[src/rtl/imem_loader.sv]
// Streams instruction words into the instruction memory write port over valid/ready,
// holding the core in reset while loading and releasing it a fixed number of cycles later.
module imem_loader #(
    parameter int unsigned ADDR_W   = 5,
    parameter int unsigned DATA_W   = 32,
    parameter int unsigned HOLD_CYC = 2
) (
    input  logic              clk,
    input  logic              rst,
    input  logic              in_valid,
    output logic              in_ready,
    input  logic [DATA_W-1:0] in_data,
    input  logic              in_last,
    input  logic              reload,
    output logic              imem_we,
    output logic [ADDR_W-1:0] imem_addr,
    output logic [DATA_W-1:0] imem_wdata,
    output logic              core_rst,
    output logic              done,
    output logic              error,
    output logic [ADDR_W:0]   word_count
);

    localparam int unsigned CNT_W  = ADDR_W + 1;
    localparam int unsigned HOLD_W = (HOLD_CYC > 1) ? $clog2(HOLD_CYC) : 1;

    typedef enum logic [2:0] {
        LOAD   = 3'd0,
        COMMIT = 3'd1,
        HOLD   = 3'd2,
        RUN    = 3'd3,
        ERR    = 3'd4
    } state_t;

    state_t state, state_nxt;

    logic [ADDR_W-1:0] ptr, ptr_nxt;
    logic [HOLD_W-1:0] hold_cnt, hold_nxt;

    logic              in_ready_nxt;
    logic              we_nxt;
    logic [ADDR_W-1:0] addr_nxt;
    logic [DATA_W-1:0] wdata_nxt;
    logic              core_rst_nxt;
    logic              done_nxt;
    logic              error_nxt;
    logic [CNT_W-1:0]  count_nxt;

    logic accept_c;
    logic at_top_c;

    assign accept_c = in_valid && in_ready;
    assign at_top_c = (ptr == {ADDR_W{1'b1}});

    // Next-state and next-output decode; every output is registered from these.
    always_comb begin
        state_nxt = state;
        ptr_nxt   = ptr;
        hold_nxt  = hold_cnt;
        we_nxt    = 1'b0;
        addr_nxt  = imem_addr;
        wdata_nxt = imem_wdata;
        count_nxt = word_count;

        case (state)
            LOAD: begin
                if (accept_c) begin
                    we_nxt    = 1'b1;
                    addr_nxt  = ptr;
                    wdata_nxt = in_data;
                    ptr_nxt   = ptr + ADDR_W'(1);
                    count_nxt = word_count + CNT_W'(1);
                    if (in_last) begin
                        state_nxt = COMMIT;
                    end else if (at_top_c) begin
                        // Overflowing word is still written; its pulse lands on entry to ERR.
                        state_nxt = ERR;
                    end
                end
            end
            COMMIT: begin
                state_nxt = HOLD;
                hold_nxt  = HOLD_W'(HOLD_CYC - 1);
            end
            HOLD: begin
                if (hold_cnt == '0) begin
                    state_nxt = RUN;
                end else begin
                    hold_nxt = hold_cnt - HOLD_W'(1);
                end
            end
            RUN: begin
                if (reload) begin
                    state_nxt = LOAD;
                    ptr_nxt   = '0;
                    count_nxt = '0;
                end
            end
            ERR: begin
                state_nxt = ERR;
            end
            default: begin
                state_nxt = LOAD;
            end
        endcase

        in_ready_nxt = (state_nxt == LOAD);
        core_rst_nxt = (state_nxt != RUN);
        done_nxt     = (state_nxt == RUN);
        error_nxt    = (state_nxt == ERR);
    end

    // State and output registers.
    always_ff @(posedge clk) begin
        if (rst) begin
            state      <= LOAD;
            ptr        <= '0;
            hold_cnt   <= '0;
            in_ready   <= 1'b0;
            imem_we    <= 1'b0;
            imem_addr  <= '0;
            imem_wdata <= '0;
            core_rst   <= 1'b1;
            done       <= 1'b0;
            error      <= 1'b0;
            word_count <= '0;
        end else begin
            state      <= state_nxt;
            ptr        <= ptr_nxt;
            hold_cnt   <= hold_nxt;
            in_ready   <= in_ready_nxt;
            imem_we    <= we_nxt;
            imem_addr  <= addr_nxt;
            imem_wdata <= wdata_nxt;
            core_rst   <= core_rst_nxt;
            done       <= done_nxt;
            error      <= error_nxt;
            word_count <= count_nxt;
        end
    end

endmodule

[config.mk]
export PLATFORM = sky130hd
export DESIGN_NAME = imem_loader
export DESIGN_NICKNAME = d
export VERILOG_FILES = /design/src/rtl/imem_loader.sv
export SDC_FILE = /design/constraint.sdc
export NUM_CORES = 1
export LEC_CHECK = 0
export ABC_CLOCK_PERIOD_IN_PS = 1400
export CORE_MARGIN = 2
export CORE_UTILIZATION = 39
export CTS_CLUSTER_DIAMETER = 200
export DETAILED_ROUTE_END_ITERATION = 7
export HOLD_SLACK_MARGIN = 0.1
export PLACE_DENSITY = 0.76
export SYNTH_ARGS = -nofsm -noshare
export SYNTH_HDL_FRONTEND = slang
export SYNTH_SLANG_ARGS = --single-unit
[constraint.sdc]
create_clock -name clk -period 1.4 [get_ports clk]
set_input_delay 0.28 -clock clk [delete_from_list [all_inputs] [get_ports clk]]
set_output_delay 0.28 -clock clk [all_outputs]
set_load 0.05 [all_outputs]
# [Word-level counts from Yosys, hierarchy flattened]
# Cells that the tools add are included.
[word_totals] register_bits=57 in_bits=37 wordCells=48
[op_classes] add_sub_neg=3 eq_ne=10 n_mux=15 n_bitwise=1 n_reduce_logical=8
[ops] operator="2-to-1 mux 3 bit" n=5
[ops] operator="one-hot mux 3 bit (5 select lines)" n=1
[ops] operator="2-to-1 mux 6 bit" n=2
[ops] operator="one-hot mux 6 bit (2 select lines)" n=1
[ops] operator="2-to-1 mux 5 bit" n=2
[ops] operator="one-hot mux 5 bit (2 select lines)" n=1
[ops] operator="== test 3 x 2 -> 1 bit, second input constant" n=3
[ops] operator="adder 6 x 1 -> 6 bit, second input constant" n=1
[ops] operator="== test 3 bit, second input constant" n=2
[ops] operator="logical NOT 3 bit" n=2
[ops] operator="adder 5 x 1 -> 5 bit, second input constant" n=1
[ops] operator="== test 5 bit, second input constant" n=1
[ops] operator="inequality test 2 bit, second input constant" n=2
[ops] operator="nonzero test 2 bit" n=2
[ops] operator="== test 3 x 1 -> 1 bit, second input constant" n=1
[ops] operator="inequality test 3 x 2 -> 1 bit, second input constant" n=1
[ops] operator="AND reduction 3 bit" n=1
[ops] operator="2-to-1 mux 1 bit" n=2
[ops] operator="one-hot mux 1 bit (2 select lines)" n=1
[ops] operator="AND reduction 2 bit" n=1
[ops] operator="OR reduction 2 bit" n=1
[ops] operator="logical AND 1 bit" n=1
[ops] operator="NOT 1 bit" n=1
[ops] operator="subtractor 1 bit, second input constant" n=1

# [Longest topological paths before layout]
[logic_depth] depth_word=6 depth_mapped=7 depth_no_buf=6

# [Least setup slack after synthesis]
# No wires, ideal clock.
[synth_path] path_kind="register to register" startpoint="reg in_ready" endpoint="reg imem_addr[3]" setup_ns=0.132 t_arrival_ns=1.563 required_time_ns=1.268 path_slack_ns=-0.296 stages_incl_launch_ff=8 path_buffers=3 period_less_slack_ns=1.696 path_cell_list="dfxtp_1 -> nand4bb_1 -> buf_4 -> or2_1 -> buf_4 -> buf_6 -> nand2_1 -> a21oi_1"
[synth_via] elab_chain_cells=2
[synth_rtl] element="from (decl)" line="11" source="output logic in_ready,"
[synth_rtl] element="from (signal assigned)" line="131" source="in_ready <= in_ready_nxt;"
[synth_rtl] element="logical AND 1 bit" line="52" source="assign accept_c = in_valid && in_ready;"
[synth_rtl] element="AND reduction 2 bit (no line)"
[synth_rtl] element="to (signal assigned)" line="133" source="imem_addr <= addr_nxt;"
[synth_rtl] element="to (decl)" line="16" source="output logic [ADDR_W-1:0] imem_addr,"
# No other way between the ends.
# A chain may end at the register's enable or synchronous reset.

# [Worst setup path in the final report]
[layout_path] startpoint="reg ptr[1]" endpoint="reg in_ready"
[layout_via] elab_chain_cells=6
[layout_rtl] element="from (decl)" line="37" source="logic [ADDR_W-1:0] ptr, ptr_nxt;"
[layout_rtl] element="from (signal assigned)" line="129" source="ptr <= ptr_nxt;"
[layout_rtl] element="== test 5 bit" line="53" source="assign at_top_c = (ptr == {ADDR_W{1'b1}});"
[layout_rtl] element="2-to-1 mux 3 bit" line="75" source="end else if (at_top_c) begin"
[layout_rtl] element="2-to-1 mux 3 bit" line="73" source="if (in_last) begin"
[layout_rtl] element="2-to-1 mux 3 bit" line="67" source="if (accept_c) begin"
[layout_rtl] element="one-hot mux 3 bit (5 select lines)" line="65" source="case (state)"
[layout_rtl] element="logical NOT 3 bit" line="107" source="in_ready_nxt = (state_nxt == LOAD);"
# No other way between the ends.

==> run metrics <==
status finished with violations; violated checks setup timing; critical-path maximum fanout 3; EDFF count, synth 0; vias in the first global route about 2000; Synth Flop Type dfxtp_1; pwr dens ~1000 mW/mm^2; maximum vdd drop about 0.71 mV; Antenna Diode Count 0; worst path cell trace ha_4 -> and3_4 -> ha_4 -> and4b_1 -> o21a_1 -> a2111oi_4; fraction of layout cells with a size suffix above 1 ~36%; R2R Setup Slk -0.09 ns; # DRC 0; crit share post-route 106.1%; worst hold endpoint in_ready$_SDFF_PP0_; worst slew pin tran slightly below 0.5 ns; delay of the slowest critical-path stage ~0.33 ns; Num CTS Buffers 9; clock power share a little under a third; DR WL/cell ~14 um; die area between 0.006 and 0.007 sq mm; row count 27; Setup CP Type flip-flop to flip-flop; TritonCTS clock tree built; minimum clock period about 1.5 ns; most common cell after layout, fill and taps aside nand2_1; placed instance count between 400 and 500; clk buf depth 2; fin util between 70% and 80%; post-DR vias/cell between 4 and 5; First DRT Iteration DRCs 46; final setup TNS -0.1854 ns; Final Max Slew Viols 0; reg2reg path depth 6; Final setup viols 3; Total GRT Usage 19.17%; Worst path slowest cell dfxtp_2; Sequential cell area between 0.001 and 0.0015 sq mm; first-pass GRT wire length around 9300 um; final worst slack -0.08544 ns; synth-to-layout area growth 90.34%; TritonRoute pass-1 iters 4; Seq cells post-synth 57; Initial Util 39.79%; H-tree levels 3; sw frac roughly 29%; Critical Path End Type flip-flop; Vias about 2100; worst reg2reg endpoint in_ready$_SDFF_PP0_; chip width about 78 um; Filler cells between 300 and 400; Total Wirelength 5948 um; syn_nets between 200 and 300; GRT overflow 0; Sink Count 57; Synth Warn # 0; CP startpoint kind flip-flop; antenna violations before repair 0; sequential-to-total area share from yosys stat a little over half; Final ANT Viol Nets 0; largest net degree at the start of global routing 42; final setup skew about 0.0059 ns; CP required about 1.6 ns; delay-heaviest family, CP compound AO/OA/AOI/OAI gates; most frequent cells in the layout 76 x nand2_1, 51 x buf_12, 49 x dfxtp_1; HP Class primary input to flip-flop; Buffers on Ports 84; worst r2r src ptr[1]$_SDFFE_PP0P_; relative slew slack between 60% and 70%; Netlist cell types 33; ys async rst share 0%; total chip power approximately 4.2 mW; hold_sp rst; Top Ports 85; Gate power share around a quarter; cell repeated most along the worst path ha_4; sequential fraction of design power 42.5%; Worst path depth 6; clock transition at the registers of the reported paths 0.06 ns; Detail Placement HPWL approximately 4000 um; Final nets between 300 and 400; fmax 0.6732 GHz; Final Hold Viols 0; Cell Int Power roughly 3.0 mW; Clock Latency Late Sink 0.33 ns; Buf/Inv on CP 0; synthesized instance count between 200 and 250; post-route insts no fill 430; area occupied by multi-input gates approximately 0.0011 sq mm; Die Y between 70 and 80 um; P_leak ~1.5 nW; GP Congestion 0.8141; Syn Area/Cell roughly 9 sq um; worst path arrival time about 1.7 ns; Net Switching around 1.2 mW; Root Buffer clkbuf_8; Core Area between 0.005 and 0.006 sq mm; Max-cap violations 0; Mapped Area about 0.0022 sq mm; RSZ-0062 raised after global routing yes; cts hold-fix bufs 0; pre-CTS setup slack -0.4010 ns; worst hold path depth 2
[worst max-delay path by stage]
| stage | start | to | slack [ns] |
|---|---|---|---|
| after floorplan | ptr[0]$_SDFFE_PP0P_ | in_ready$_SDFF_PP0_ | -0.10 |
| after global placement | in_valid | word_count[0]$_SDFFE_PP0P_ | -0.33 |
| after detailed placement | in_valid | imem_wdata[4]$_SDFFE_PP0P_ | -0.40 |
| after CTS | ptr[1]$_SDFFE_PP0P_ | in_ready$_SDFF_PP0_ | -0.1 |
| after global routing | state[1]$_SDFF_PP0_ | in_ready$_SDFF_PP0_ | -0.13 |
| final | ptr[1]$_SDFFE_PP0P_ | in_ready$_SDFF_PP0_ | -0.09 |
[per-layer routing]
metal / GRT usage [%] / vias to the layer above / share of wire [%]
met4: 9.474 / 0 / 1.7
met1: 23.58 / 979 / 41
met2: 31.55 / 62 / 52
met3: 4.483 / 9 / 5.8
li1: - / 1034 / -
met5: 0 / - / 0
[power by group through the flow]
stage          registers (mW)  clock network [mW]  logic, mW
3_3_place_gp             1.83                   0      0.965
2_1_floorplan            2.04                   0      0.255
3_5_place_dp             1.83                   0      0.978
6_report                 1.80                1.35       1.09
4_1_cts                  1.80                1.38       1.01
5_1_grt                  1.81                1.45       1.15
[state kept, by name (all words and copies together) (netlist names)]
name        count
done            1
imem_addr       5
in_ready        1
state           3
imem_wdata     32
word_count      6
hold_cnt        1
imem_we         1
core_rst        1
ptr             5
error           1
[Yosys cell counts, types with 2 or more instances]
master     n  share of area (%)
nand3_1    2               0.47
inv_1      2               0.35
nor2_1    12                2.1
nor2b_1    2               0.58
buf_2      5                1.2
dfxtp_1   57                 53
and3_1     2               0.58
and2_1     4                1.2
clkbuf_1   5               0.87
ha_1       3                1.7
nand2b_1   2               0.58
a211oi_1   4                1.4
xnor2_1    5                2.0
a32o_1     3                1.4
buf_4      3                1.0
nand2_1   76                 13
a21oi_1   41                9.5
buf_6      2                1.0
[area by class of cell]
| class | count | area share (%) |
|---|---|---|
| Clock inverter | 3 | 0.3667 |
| Multi-Input combinational cell | 171 | 25.67 |
| Clock buffer | 13 | 3.881 |
| Timing Repair Buffer | 112 | 39.52 |
| Inverter | 2 | 0.1834 |
| Sequential cell | 57 | 28.18 |
| Tap cell | 72 | 2.200 |
[repair_timing]
item	in CTS	in global routing
endpoints found under the setup margin	20	46
pin swaps	4	7
buffers inserted	1	3
resized for setup	5	26
cloned	1	1
[through the flow]
stage	hold slack, ns	area (sq um)
5_1_grt	0.2074	4094
3_3_place_gp	0.4746	3696
4_1_cts	0.1996	3928
2_1_floorplan	0.4160	2196
3_5_place_dp	0.4835	3696
6_report	0.2210	4094
[cells by family (layout without fill, tap and decap cells)]
kind of cell	Yosys count	in the layout	synth area share (%)
AND/OR/NAND/NOR	105	105	21.00
multiplexers	1	1	0.4654
buffers and inverters	17	130	4.479
flip-flops	57	57	53.05
adder cells (fa/ha/maj)	3	3	1.745
AO/OA/AOI/OAI	57	57	17.22
XOR/XNOR	5	5	2.036
Note: power is estimated with default switching activity, not from simulation.
